<file path="src/rtl/password_lock_ctrl.sv">
// -----------------------------------------------------------------------------
// password_lock_ctrl
//
// Password-lock controller placed between a PS/2 keyboard decoder and a
// seven-segment display driver. Characters are shifted into an entry
// register. The entry is compared against NUM_PASSWORDS stored slots. Failed
// tries consume attempts, and running out of attempts starts a timed lockout.
// New passwords can be stored only while unlocked. They go into a ring of
// slots that overwrites the oldest one.
//
// Ports
//   clock            system clock, all logic on the rising edge
//   reset            synchronous, active-high reset
//   keyCode          last character from the keyboard decoder
//   addLetter        pulse: shift keyCode into the top character of entry
//   clearEntry       pulse: reset entry to all DEFAULT_CHAR
//   tryPassword      pulse: compare entry against every stored slot
//   addPassword      pulse: store entry into the next slot (unlocked only)
//   lockNow          pulse: leave the unlocked state
//   entry            current entry, to the display
//   isValidPassword  high while unlocked
//   locked           high while in lockout
//   attemptsLeft     remaining tries before lockout
//   attemptLeds      thermometer decode of attemptsLeft, LSB-filled
// -----------------------------------------------------------------------------
module password_lock_ctrl #(
  parameter int unsigned           NUM_PASSWORDS  = 2,
  parameter int unsigned           PASS_LEN       = 6,
  parameter int unsigned           CHAR_W         = 8,
  parameter logic [CHAR_W-1:0]     DEFAULT_CHAR   = 8'h45,
  parameter int unsigned           MAX_ATTEMPTS   = 3,
  parameter int unsigned           LOCKOUT_CYCLES = 50000000
) (
  input  logic                                  clock,
  input  logic                                  reset,
  input  logic [CHAR_W-1:0]                     keyCode,
  input  logic                                  addLetter,
  input  logic                                  clearEntry,
  input  logic                                  tryPassword,
  input  logic                                  addPassword,
  input  logic                                  lockNow,
  output logic [PASS_LEN*CHAR_W-1:0]            entry,
  output logic                                  isValidPassword,
  output logic                                  locked,
  output logic [$clog2(MAX_ATTEMPTS+1)-1:0]     attemptsLeft,
  output logic [MAX_ATTEMPTS-1:0]               attemptLeds
);

  localparam int unsigned ENTRY_W = PASS_LEN * CHAR_W;
  localparam int unsigned ATT_W   = $clog2(MAX_ATTEMPTS + 1);
  localparam int unsigned CNT_W   = $clog2(LOCKOUT_CYCLES + 1);
  localparam int unsigned PTR_W   = (NUM_PASSWORDS > 1) ? $clog2(NUM_PASSWORDS) : 1;

  localparam logic [ENTRY_W-1:0] DEFAULT_ENTRY = {PASS_LEN{DEFAULT_CHAR}};
  localparam logic [ATT_W-1:0]   MAX_ATT       = ATT_W'(MAX_ATTEMPTS);
  localparam logic [CNT_W-1:0]   LOCK_LOAD     = CNT_W'(LOCKOUT_CYCLES);
  localparam logic [PTR_W-1:0]   LAST_SLOT     = PTR_W'(NUM_PASSWORDS - 1);

  typedef enum logic [1:0] {
    IDLE,
    UNLOCKED,
    LOCKOUT
  } state_t;

  state_t               state;
  logic [ENTRY_W-1:0]   slots [NUM_PASSWORDS];
  logic [PTR_W-1:0]     ptr;
  logic [CNT_W-1:0]     lock_cnt;

  logic                 match;
  logic [ENTRY_W+CHAR_W-1:0] shift_src;
  logic [ENTRY_W-1:0]   entry_shifted;

  // Parallel compare of the current (pre-update) entry against every slot.
  always_comb begin
    match = 1'b0;
    for (int unsigned i = 0; i < NUM_PASSWORDS; i++) begin
      if (slots[i] == entry) begin
        match = 1'b1;
      end
    end
  end

  // The new character lands in the most-significant slot. Building the
  // shift from a widened vector keeps the slice legal even when PASS_LEN==1.
  always_comb begin
    shift_src     = {keyCode, entry};
    entry_shifted = shift_src[ENTRY_W+CHAR_W-1:CHAR_W];
  end

  // Thermometer decode of the registered attempt count.
  always_comb begin
    attemptLeds = '0;
    for (int unsigned i = 0; i < MAX_ATTEMPTS; i++) begin
      attemptLeds[i] = (32'(attemptsLeft) > i);
    end
  end

  always_ff @(posedge clock) begin
    if (reset) begin
      state           <= IDLE;
      entry           <= DEFAULT_ENTRY;
      for (int unsigned i = 0; i < NUM_PASSWORDS; i++) begin
        slots[i] <= DEFAULT_ENTRY;
      end
      ptr             <= '0;
      attemptsLeft    <= MAX_ATT;
      isValidPassword <= 1'b0;
      locked          <= 1'b0;
      lock_cnt        <= '0;
    end else begin
      case (state)
        IDLE: begin
          // The highest-priority pulse owns the cycle. A lockNow or
          // addPassword here is a no-op that still drops lower pulses.
          if (lockNow) begin
            // ignored while locked
          end else if (tryPassword) begin
            if (match) begin
              state           <= UNLOCKED;
              isValidPassword <= 1'b1;
              attemptsLeft    <= MAX_ATT;
            end else if (attemptsLeft > ATT_W'(1)) begin
              attemptsLeft <= attemptsLeft - 1'b1;
            end else begin
              state        <= LOCKOUT;
              attemptsLeft <= '0;
              locked       <= 1'b1;
              lock_cnt     <= LOCK_LOAD;
            end
          end else if (addPassword) begin
            // storing requires the unlocked state
          end else if (clearEntry) begin
            entry <= DEFAULT_ENTRY;
          end else if (addLetter) begin
            entry <= entry_shifted;
          end
        end

        UNLOCKED: begin
          if (lockNow) begin
            state           <= IDLE;
            isValidPassword <= 1'b0;
            entry           <= DEFAULT_ENTRY;
          end else if (tryPassword) begin
            // already unlocked
          end else if (addPassword) begin
            for (int unsigned i = 0; i < NUM_PASSWORDS; i++) begin
              if (ptr == PTR_W'(i)) begin
                slots[i] <= entry;
              end
            end
            ptr <= (ptr == LAST_SLOT) ? '0 : ptr + 1'b1;
          end else if (clearEntry) begin
            entry <= DEFAULT_ENTRY;
          end else if (addLetter) begin
            entry <= entry_shifted;
          end
        end

        LOCKOUT: begin
          // Exiting on the cycle the counter reads 1 makes the lockout
          // span exactly LOCKOUT_CYCLES cycles.
          if (lock_cnt == CNT_W'(1)) begin
            state        <= IDLE;
            locked       <= 1'b0;
            attemptsLeft <= MAX_ATT;
            lock_cnt     <= '0;
          end else begin
            lock_cnt <= lock_cnt - 1'b1;
          end
        end

        default: begin
          state <= IDLE;
        end
      endcase
    end
  end

endmodule

</file>
<file path="config.mk">
export PLATFORM = sky130hd
export DESIGN_NAME = password_lock_ctrl
export DESIGN_NICKNAME = d
export VERILOG_FILES = /design/src/rtl/password_lock_ctrl.sv
export SDC_FILE = /design/constraint.sdc
export NUM_CORES = 1
export LEC_CHECK = 0
export CAP_MARGIN = 20
export CORE_AREA = 8 8 123 125
export DETAILED_ROUTE_END_ITERATION = 7
export DIE_AREA = 0 0 131 133
export GPL_ROUTABILITY_DRIVEN = 1
export PLACE_DENSITY = 0.92
export SETUP_SLACK_MARGIN = 0.5
export SLEW_MARGIN = 20
export SYNTH_ARGS = -nofsm -noshare
export SYNTH_HDL_FRONTEND = slang
export SYNTH_SLANG_ARGS = --single-unit
</file>
<file path="constraint.sdc">
create_clock -name clock -period 8.03 [get_ports clock]
set_input_delay 2.0075 -clock clock [delete_from_list [all_inputs] [get_ports clock]]
set_output_delay 2.0075 -clock clock [all_outputs]
set_load 0.05 [all_outputs]
</file>
# Word-level counts from Yosys, hierarchy flattened
# Memories as Yosys holds them, arrays and structs flattened.
# Cells that the tools add are included.
[word_totals]
out_inout_bits = 55
memories = 1
mem_bits_rw = 96
inputBits = 15
wordCells = 100
register_bits = 81
[classes]
muxes = 58
n_lt_le_gt_ge = 4
eq_ne = 13
bitwise = 4
addsub = 3
n_reduce_logical = 10
[memory_table]
columns = ["name", "depth", "word_bits", "rd", "rd_clocked_by_memory_dff", "write_ports", "line", "rtl"]
rows = [
  ["slots", 2, 48, 2, 0, 2, "66", "logic [ENTRY_W-1:0] slots [NUM_PASSWORDS];"],
]
[ops]
columns = ["cell", "n"]
rows = [
  ["48-bit 2-to-1 mux", 8],
  ["26-bit 2-to-1 mux", 5],
  ["48-bit == test", 2],
  ["48-bit case mux with 2 select lines", 1],
  ["26-bit case mux with 2 select lines", 1],
  ["1-bit 2-to-1 mux", 28],
  ["26-bit by 1-bit == test with 1-bit output (second input constant)", 1],
  ["26-bit by 1-bit subtractor with 26-bit output (second input constant)", 1],
  ["2-bit 2-to-1 mux", 11],
  ["5-bit AND reduction", 3],
  ["2-bit != test (second input constant)", 7],
  ["4-bit AND reduction", 2],
  ["2-bit by 1-bit greater-than comparator with 1-bit output (second input constant)", 3],
  ["2-bit case mux with 3 select lines", 1],
  ["6-bit AND reduction", 1],
  ["1-bit case mux with 2 select lines", 2],
  ["2-bit case mux with 2 select lines", 1],
  ["2-bit nonzero test", 2],
  ["3-bit != test (second input constant)", 1],
  ["2-bit by 1-bit == test with 1-bit output (second input constant)", 1],
  ["2-bit == test (second input constant)", 1],
  ["2-bit greater-than comparator (second input constant)", 1],
  ["2-bit zero test", 1],
  ["1-bit NOT", 2],
  ["other kinds (4)", 5],
]

# Depth between registers and ports, before layout
# Gate-level depths: netlist (run 1).
[depth]
depth_word = 8
mapped_depth = 10
depth_no_buf = 9

# Worst setup path before layout (run 1)
# No wires, ideal clock.
[synth_timing]
path_kind = "in2reg"
start = "input port lockNow"
end = "memory slots[0][0] in the netlist's numbering, enable pin"
cell_stages = 4
slack_ns = 2.406
arrival_time_ns = 5.160
n_path_buf = 2
required_ns = 7.566
setup_time_ns = 0.464
cell_sequence = "clkbuf_1 or4_1 clkbuf_1 o21bai_1"
[synth_lines]
columns = ["element", "line", "rtl"]
rows = [
  ["from (decl)", "41", "input logic lockNow,"],
  ["to (decl)", "66", ""],
]

==> results of run 1 <==
==> worst max-delay path by stage <==
stage,startpoint,endpoint,slack (ps),cells after the start
floorplan,lockNow,slots[0][0],2410,4
global placement,lockNow,slots[0][36],3420,4
detailed placement,lockNow,slots[0][27],3280,4
CTS,lockNow,slots[0][11],3750,4
global route,lockNow,slots[0][49],3620,4
finish,lockNow,slots[0][1],3730,4
==> critical path, stage by stage <==
cell                              delay, ps
sky130_fd_sc_hd__clkdlybuf4s50_1        570
sky130_fd_sc_hd__or4_1                  930
sky130_fd_sc_hd__o21bai_4               240
sky130_fd_sc_hd__buf_4                  570
==> metrics by stage <==
| step | std cells | setup WS (ps) | area, sq um |
|---|---|---|---|
| after floorplan | 692 | 2410 | 7750 |
| after detailed placement | 910 | 3280 | 8600 |
| after global routing | 942 | 3620 | 9200 |
| after CTS | 942 | 3750 | 9190 |
| after global placement | 910 | 3420 | 8600 |
| final | 942 | 3730 | 9200 |
==> sequential cells by signal (all words and copies together) (netlist names) <==
register / cells
state: 2
isValidPassword: 1
locked: 1
ptr: 1
attemptsLeft: 2
lock_cnt: 26
entry: 48
slots: 96
==> placed cells by master, fill, tap and decap left out, types with 3 or more instances in the layout <==
cell                               n
sky130_fd_sc_hd__nand2_1          66
sky130_fd_sc_hd__a31oi_1           6
sky130_fd_sc_hd__nor3_1            9
sky130_fd_sc_hd__a22oi_1          27
sky130_fd_sc_hd__nor4_1           18
sky130_fd_sc_hd__clkinv_2          4
sky130_fd_sc_hd__clkbuf_16        17
sky130_fd_sc_hd__a21oi_1          31
sky130_fd_sc_hd__clkbuf_1          3
sky130_fd_sc_hd__nand3_1          20
sky130_fd_sc_hd__a311oi_1          4
sky130_fd_sc_hd__nand4_1          18
sky130_fd_sc_hd__o31ai_1           3
sky130_fd_sc_hd__edfxtp_1         96
sky130_fd_sc_hd__or3_1            28
sky130_fd_sc_hd__xnor2_1          49
sky130_fd_sc_hd__xor2_1           48
sky130_fd_sc_hd__clkdlybuf4s50_1  68
sky130_fd_sc_hd__o21ai_0           9
sky130_fd_sc_hd__buf_4             7
sky130_fd_sc_hd__inv_1             6
sky130_fd_sc_hd__a311oi_2          6
sky130_fd_sc_hd__nor2_1           56
sky130_fd_sc_hd__clkbuf_8          4
sky130_fd_sc_hd__dfxtp_1          81
sky130_fd_sc_hd__nor4_2            5
sky130_fd_sc_hd__and2_1           33
sky130_fd_sc_hd__mux2i_1           3
==> per-layer routing <==
layer	global-route usage (%)	routed length [um]
met1	27.9	7510
met5	0	0
met4	10.7	625
met2	40.8	10500
met3	5.10	1670
==> logic make-up (layout without fill, tap and decap cells) <==
| family | after synthesis | after routing | share of synthesized area, % |
|---|---|---|---|
| AND/OR/NAND/NOR | 272 | 272 | 18.4 |
| flip-flops | 177 | 177 | 58.1 |
| multiplexers | 3 | 3 | 0.387 |
| buffers and inverters | 40 | 114 | 2.16 |
| AO/OA/AOI/OAI | 101 | 101 | 9.70 |
| XOR/XNOR | 97 | 97 | 11.0 |
| adder cells (fa/ha/maj) | 2 | 2 | 0.323 |
==> area by class of cell <==
| class | count | area, sq um | share of cell area [%] |
|---|---|---|---|
| sequential | 177 | 4500 | 49.0 |
| clock inverter | 8 | 100 | 1.09 |
| inverter | 6 | 22.5 | 0.245 |
| clock buffer | 24 | 492 | 5.35 |
| timing repair buffer | 76 | 738 | 8.03 |
| tap | 176 | 220 | 2.39 |
| multi-input combinational | 475 | 3120 | 33.9 |
==> power groups by stage <==
stage	clock, uW	sequential (uW)	combinational, uW
2_1_floorplan	0	1020	73.1
3_3_place_gp	0	1010	121
3_5_place_dp	0	1010	127
4_1_cts	833	988	128
5_1_grt	865	990	138
6_report	832	988	130
==> metrics.log, run 1 <==
[metrics] time the worst path needs with I/O delays and setup: 4300 ps
[metrics] clock transition at the registers of the reported paths: around 60 ps
[metrics] vertical extent of the die: around 130 um
[metrics] synthesis-to-finish area growth: 18.6%
[metrics] per-instance average area after synthesis: 11.2 sq um
[metrics] hold bufs inserted after CTS: 0
[metrics] Site Rows: 42
[metrics] CTS Root Cell: sky130_fd_sc_hd__clkbuf_16
[metrics] total setup violations reported at the end of the flow: 0
[metrics] WHS Path Cells: 1
[metrics] area of the core region: 0.0131 sq mm
[metrics] clock sink total: about 180
[metrics] Synthesis Warnings: 0
[metrics] data arrival time of the critical path: 4360 ps
[metrics] max frequency: around 230 MHz
[metrics] via count normalized by instance count: 6.20
[metrics] area fraction of the dominant cell type after synthesis: 37.2%
[metrics] endpoint required time on the critical path: 8100 ps
[metrics] fraction of layout instances using a drive strength above 1: 8.36%
[metrics] WL/cell: 21.5 um
[metrics] Antenna Violating Nets Remaining: 0
[metrics] number of distinct library cells after synthesis: 50
[metrics] Post-Route WL: 20,300 um
[metrics] standby leakage power: about 0.0032 uW
[metrics] initial detailed-routing violation count: ~650
[metrics] kind of path behind the tightest hold check: reg2reg
[metrics] post-synth design cell area: around 0.0078 sq mm
[metrics] startpoint of the lowest-slack hold path: lock_cnt[5]
[metrics] total number of vias: 5,836
[metrics] total CTS buffers: 17
[metrics] cell types occupying the most area after synthesis: sky130_fd_sc_hd__edfxtp_1 37%, sky130_fd_sc_hd__dfxtp_1 21%, sky130_fd_sc_hd__xnor2_1 5.5%
[metrics] combinational share of power: 6.7%
[metrics] final count of pins violating max slew: 0
[metrics] half-perimeter wire length after placement: about 14,000 um
[metrics] maximum ir drop on the vdd rail: ~0.15 mV
[metrics] launch instance of the worst register-to-register path: lock_cnt[0]
[metrics] global-route wire length before repair: 31,900 um
[metrics] worst hold path endpoint: lock_cnt[5]
[metrics] setup repair after global routing missed its margin: no
[metrics] Layout fillers: 844
[metrics] first-pass iteration count of the detailed router: 6
[metrics] GRT overflow: 0
[metrics] share of the clock period used by the worst path after layout: 53.5%
[metrics] number of antenna violations at the first check in global routing: 0
[metrics] run status: completed
[metrics] number of enable-type register cells in the synthesized netlist: 96
[metrics] capture point of the worst reg-to-reg path: lock_cnt[18]
[metrics] buffers inserted during post-CTS setup optimization: 0
[metrics] Worst Path Class, Setup: in2reg
[metrics] final design utilization: 70.3%
[metrics] count of buffers inserted at the top-level ports: 69
[metrics] R2R Setup Slk: 5060 ps
[metrics] most area-hungry cell type in the Yosys netlist: sky130_fd_sc_hd__edfxtp_1
[metrics] Reg2Reg Depth: 8
[metrics] share of flip-flops with an asynchronous set or reset: 0%
[metrics] fraction of power consumed by the clock network: 42.7%
[metrics] total number of nets in the final design: 770
[metrics] measured slew at the worst slew-check pin: 933 ps
[metrics] power density normalized to cell area: 212 mW/mm^2
[metrics] switching portion of total power: 22.7%
[metrics] switching power total: 443 uW
[metrics] category of the worst setup path capture point: flip-flop
[metrics] Tot Pwr: 1950 uW
[metrics] net count after synthesis: 709
[metrics] x dimension of the die: 131 um
[metrics] total routing usage reported by global routing: 23.9%
[metrics] worst hold margin: 489 ps
[metrics] Startpoint Class: input pin
[metrics] count leader, synth: sky130_fd_sc_hd__edfxtp_1
[metrics] normalized max-slew margin: 37.8%
[metrics] top cell types by occurrence after synthesis: 96 x sky130_fd_sc_hd__edfxtp_1, 81 x sky130_fd_sc_hd__dfxtp_1, 66 x sky130_fd_sc_hd__nand2_1
[metrics] prevailing post-synth register cell: sky130_fd_sc_hd__edfxtp_1
[metrics] number of global-route vias before repair: 5,807
[metrics] Resized Gates After CTS: 0
[metrics] initial core utilization: 59.2%
[metrics] Maximum Capacitance Violations: 0
[metrics] largest net degree at the start of global routing: 82
[metrics] CTS tree: done
[metrics] RD Place Congestion: 0.857
[metrics] post-detailed-route DRC marker count: 0
[metrics] part of the power in registers: 50.7%
[metrics] number of H-tree branching levels: 4
[metrics] antenna cell count: 0
[metrics] synthesized netlist cell count: about 690
[metrics] internal power: 1510 uW
[metrics] I/O pin cnt: 70
[metrics] clock insertion delay at the later pin of the skew report: 440 ps
[metrics] Setup TNS Final: 0 ps
[metrics] Worst Skew: 8.28 ps
[metrics] Clock Tree Buf Depth: 2
[metrics] sequential fraction of the synthesis area: 58.1%
[metrics] critical path peak fanout: 48
[metrics] Hold Violations, Final: 0
[metrics] DIE AREA: around 0.017 sq mm
[metrics] register bit count reported by yosys: approximately 180
(Power assumes the default switching activity.)
==> run 2, diff against run 1 <==
CORE_AREA = 8 8 132 134   (was 8 8 123 125)
DIE_AREA = 0 0 140 142   (was 0 0 131 133)
PLACE_DENSITY = 0.85   (was 0.92)
clock period = 3.8 ns   (was 8.03 ns; I/O delays follow)
==> run 2 against run 1 <==
Net effect: cell area rose by 0.60%; largest cell class unchanged; first-iteration DRC count fell by 29%; worst hold slack improved by 4.6 ps; setup slack got worse by 2800 ps; critical path type unchanged; via count fell by 4.1%; sequential share of layout area fell by 0.29 points; clock power rose by 100%; combinational power rose by 110%; sequential cell count did not move; wire length fell by 9.2%; largest power group unchanged; highest routed layer is now met5.
==> metrics.log, run 2 (same netlist as run 1, synthesis figures left out) <==
[metrics] GRT overflow: 0 (unchanged)
[metrics] clock sink total: 177 (unchanged)
[metrics] hold bufs inserted after CTS: 0 (unchanged)
[metrics] registers with the most flip-flops: slots: 96 flops, entry: 48 flops, lock_cnt: 26 flops
[metrics] Layout fillers: 1,208 (+43%)
[metrics] met2 WL post-DR: 9350 um (-11%)
[metrics] Maximum Capacitance Violations: 0 (unchanged)
[metrics] most common cell after layout, fill and taps aside: sky130_fd_sc_hd__edfxtp_1
[metrics] normalized max-slew margin: 32.9% (-4.9 points)
[metrics] category of the worst setup path capture point: flip-flop
[metrics] capture point of the worst reg-to-reg path: lock_cnt[19]
[metrics] commonest cells after routing, fill and taps aside: 96 x sky130_fd_sc_hd__edfxtp_1, 81 x sky130_fd_sc_hd__dfxtp_1, 68 x sky130_fd_sc_hd__clkdlybuf4s50_1, 66 x sky130_fd_sc_hd__nand2_1, 57 x sky130_fd_sc_hd__nor2_1
[metrics] Site Rows: 46 (+9.5%)
[metrics] half-perimeter wire length after placement: 12,600 um (-7.1%)
[metrics] power density normalized to cell area: 437 mW/mm^2 (+110%)
[metrics] largest net degree at the start of global routing: 49 (-40%)
[metrics] initial detailed-routing violation count: 461 (-29%)
[metrics] kind of path behind the tightest hold check: reg2reg
[metrics] Startpoint Class: input pin
[metrics] initial core utilization: 50.3% (-9.0 points)
[metrics] run status: completed
[metrics] clock transition at the registers of the reported paths: 60 ps (about the same)
[metrics] WL/cell: 19.2 um (-11%)
[metrics] CTS tree: done
[metrics] share of the clock period used by the worst path after layout: roughly three quarters
[metrics] count of buffers inserted at the top-level ports: 69 (unchanged)
[metrics] RD Place Congestion: 0.843 (-1.7%)
[metrics] Post-Route WL: 18,400 um (-9.2%)
[metrics] post-detailed-route DRC marker count: 0 (unchanged)
[metrics] first-pass iteration count of the detailed router: 5 (-1)
[metrics] WHS Path Cells: 1 (unchanged)
[metrics] total number of vias: 5,599 (-4.1%)
[metrics] worst hold path endpoint: locked
[metrics] total number of nets in the final design: 774 (+0.52%)
[metrics] number of global-route vias before repair: 5,420 (-6.7%)
[metrics] Antenna Violating Nets Remaining: 0 (unchanged)
[metrics] maximum ir drop on the vdd rail: 0.311 mV (+110%)
[metrics] I/O pin cnt: 70 (unchanged)
[metrics] synthesis-to-finish area growth: 19.3%
[metrics] buffers inserted during post-CTS setup optimization: 0 (unchanged)
[metrics] R2R Setup Slk: 1110 ps (-3950 ps)
[metrics] via count normalized by instance count: 5.82 (-6.1%)
[metrics] CTS Root Cell: sky130_fd_sc_hd__clkbuf_16
[metrics] total routing usage reported by global routing: 18.9% (-5.0 points)
[metrics] max frequency: 347 MHz
[metrics] number of antenna violations at the first check in global routing: 1 (+1)
[metrics] uppermost metal layer occupied by signal nets: met5
[metrics] total CTS buffers: 17 (unchanged)
[metrics] number of H-tree branching levels: 4 (unchanged)
[metrics] fraction of layout instances using a drive strength above 1: 8.96% (+0.61 points)
[metrics] area of the core region: 0.0154 sq mm (+18%)
[metrics] x dimension of the die: 140 um (+6.9%)
[metrics] data arrival time of the critical path: 3160 ps (-1200 ps)
[metrics] clock insertion delay at the later pin of the skew report: 430 ps (about the same)
[metrics] launch instance of the worst register-to-register path: entry[24]
[metrics] Setup TNS Final: 0 ps (unchanged)
[metrics] critical path peak fanout: 30 (-38%)
[metrics] DIE AREA: 0.0199 sq mm (+14%)
[metrics] time the worst path needs with I/O delays and setup: 2890 ps
[metrics] measured slew at the worst slew-check pin: 1010 ps (+74.0 ps)
[metrics] setup repair after global routing missed its margin: no
[metrics] global-route wire length before repair: 29,100 um (-8.6%)
[metrics] Worst Skew: 7.42 ps (-0.863 ps)
[metrics] met1 wire length: 7250 um (-3.4%)
[metrics] Clock Tree Buf Depth: 2 (unchanged)
[metrics] register with the highest flop count: slots
[metrics] standby leakage power: 0.00320 uW (+0.21%)
[metrics] Resized Gates After CTS: 0 (unchanged)
[metrics] worst hold margin: 493 ps (+4.63 ps)
[metrics] total met3 wirelength after detailed routing: 1160 um (-30%)
[metrics] max reg flops: 96 (unchanged)
[metrics] Reg2Reg Depth: 6 (-2)
[metrics] Worst Path Class, Setup: in2reg
[metrics] final count of pins violating max slew: 0 (unchanged)
[metrics] startpoint of the lowest-slack hold path: locked
[metrics] endpoint required time on the critical path: 4080 ps (-4020 ps)
[metrics] Hold Violations, Final: 0 (unchanged)
[metrics] antenna cell count: 0 (unchanged)
[metrics] vertical extent of the die: 142 um (+6.8%)
[metrics] total setup violations reported at the end of the flow: 0 (unchanged)
==> run 2: how the worst max path moves through the flow <==
stage | startpoint | to
after global placement | lockNow | slots[0][21]
after detailed placement | lockNow | slots[0][29]
final | lockNow | slots[0][29]
after global routing | lockNow | slots[0][17]
after floorplan | lockNow | slots[0][0]
after CTS | lockNow | slots[0][1]
==> run 2: area by class of cell <==
class / instances / area (sq um) / area share [%]
repair buffers: 80 / 793 / 8.57
clock inverters: 12 / 106 / 1.15
clock buffers: 20 / 468 / 5.06
inverters: 6 / 22.5 / 0.243
flip-flops and latches: 177 / 4500 / 48.7
multi-input cells: 475 / 3120 / 33.7
well taps: 192 / 240 / 2.60
==> run 2: critical path, cell delays in order <==
cell	delay, ps
sky130_fd_sc_hd__clkdlybuf4s50_1	570
sky130_fd_sc_hd__or4_1	720
sky130_fd_sc_hd__buf_4	270
sky130_fd_sc_hd__nor2_1	110
sky130_fd_sc_hd__buf_4	300
sky130_fd_sc_hd__and2_1	220
==> run 2: through the flow <==
step	instances	util (%)	setup slack, ps	power, uW	instance area (sq um)
6_report	962	60.0	915	4040	9250
5_1_grt	962	60.0	850	4170	9250
4_1_cts	962	60.0	972	4060	9250
3_5_place_dp	930	56.3	538	2400	8680
3_3_place_gp	930	56.3	582	2390	8680
2_1_floorplan	692	-	242	2300	7760
==> run 2: power by group <==
group / internal [uW] / switching (uW)
clock: 959 / 724
sequential: 2050 / 35.6
combinational: 99.4 / 174
==> run 2: per-layer routing <==
| metal | global-route usage (%) | vias up |
|---|---|---|
| met2 | 32.9 | 207 |
| met1 | 21.1 | 2725 |
| met3 | 5.17 | 45 |
| li1 | - | 2620 |
| met5 | 0 | - |
| met4 | 9.54 | 2 |
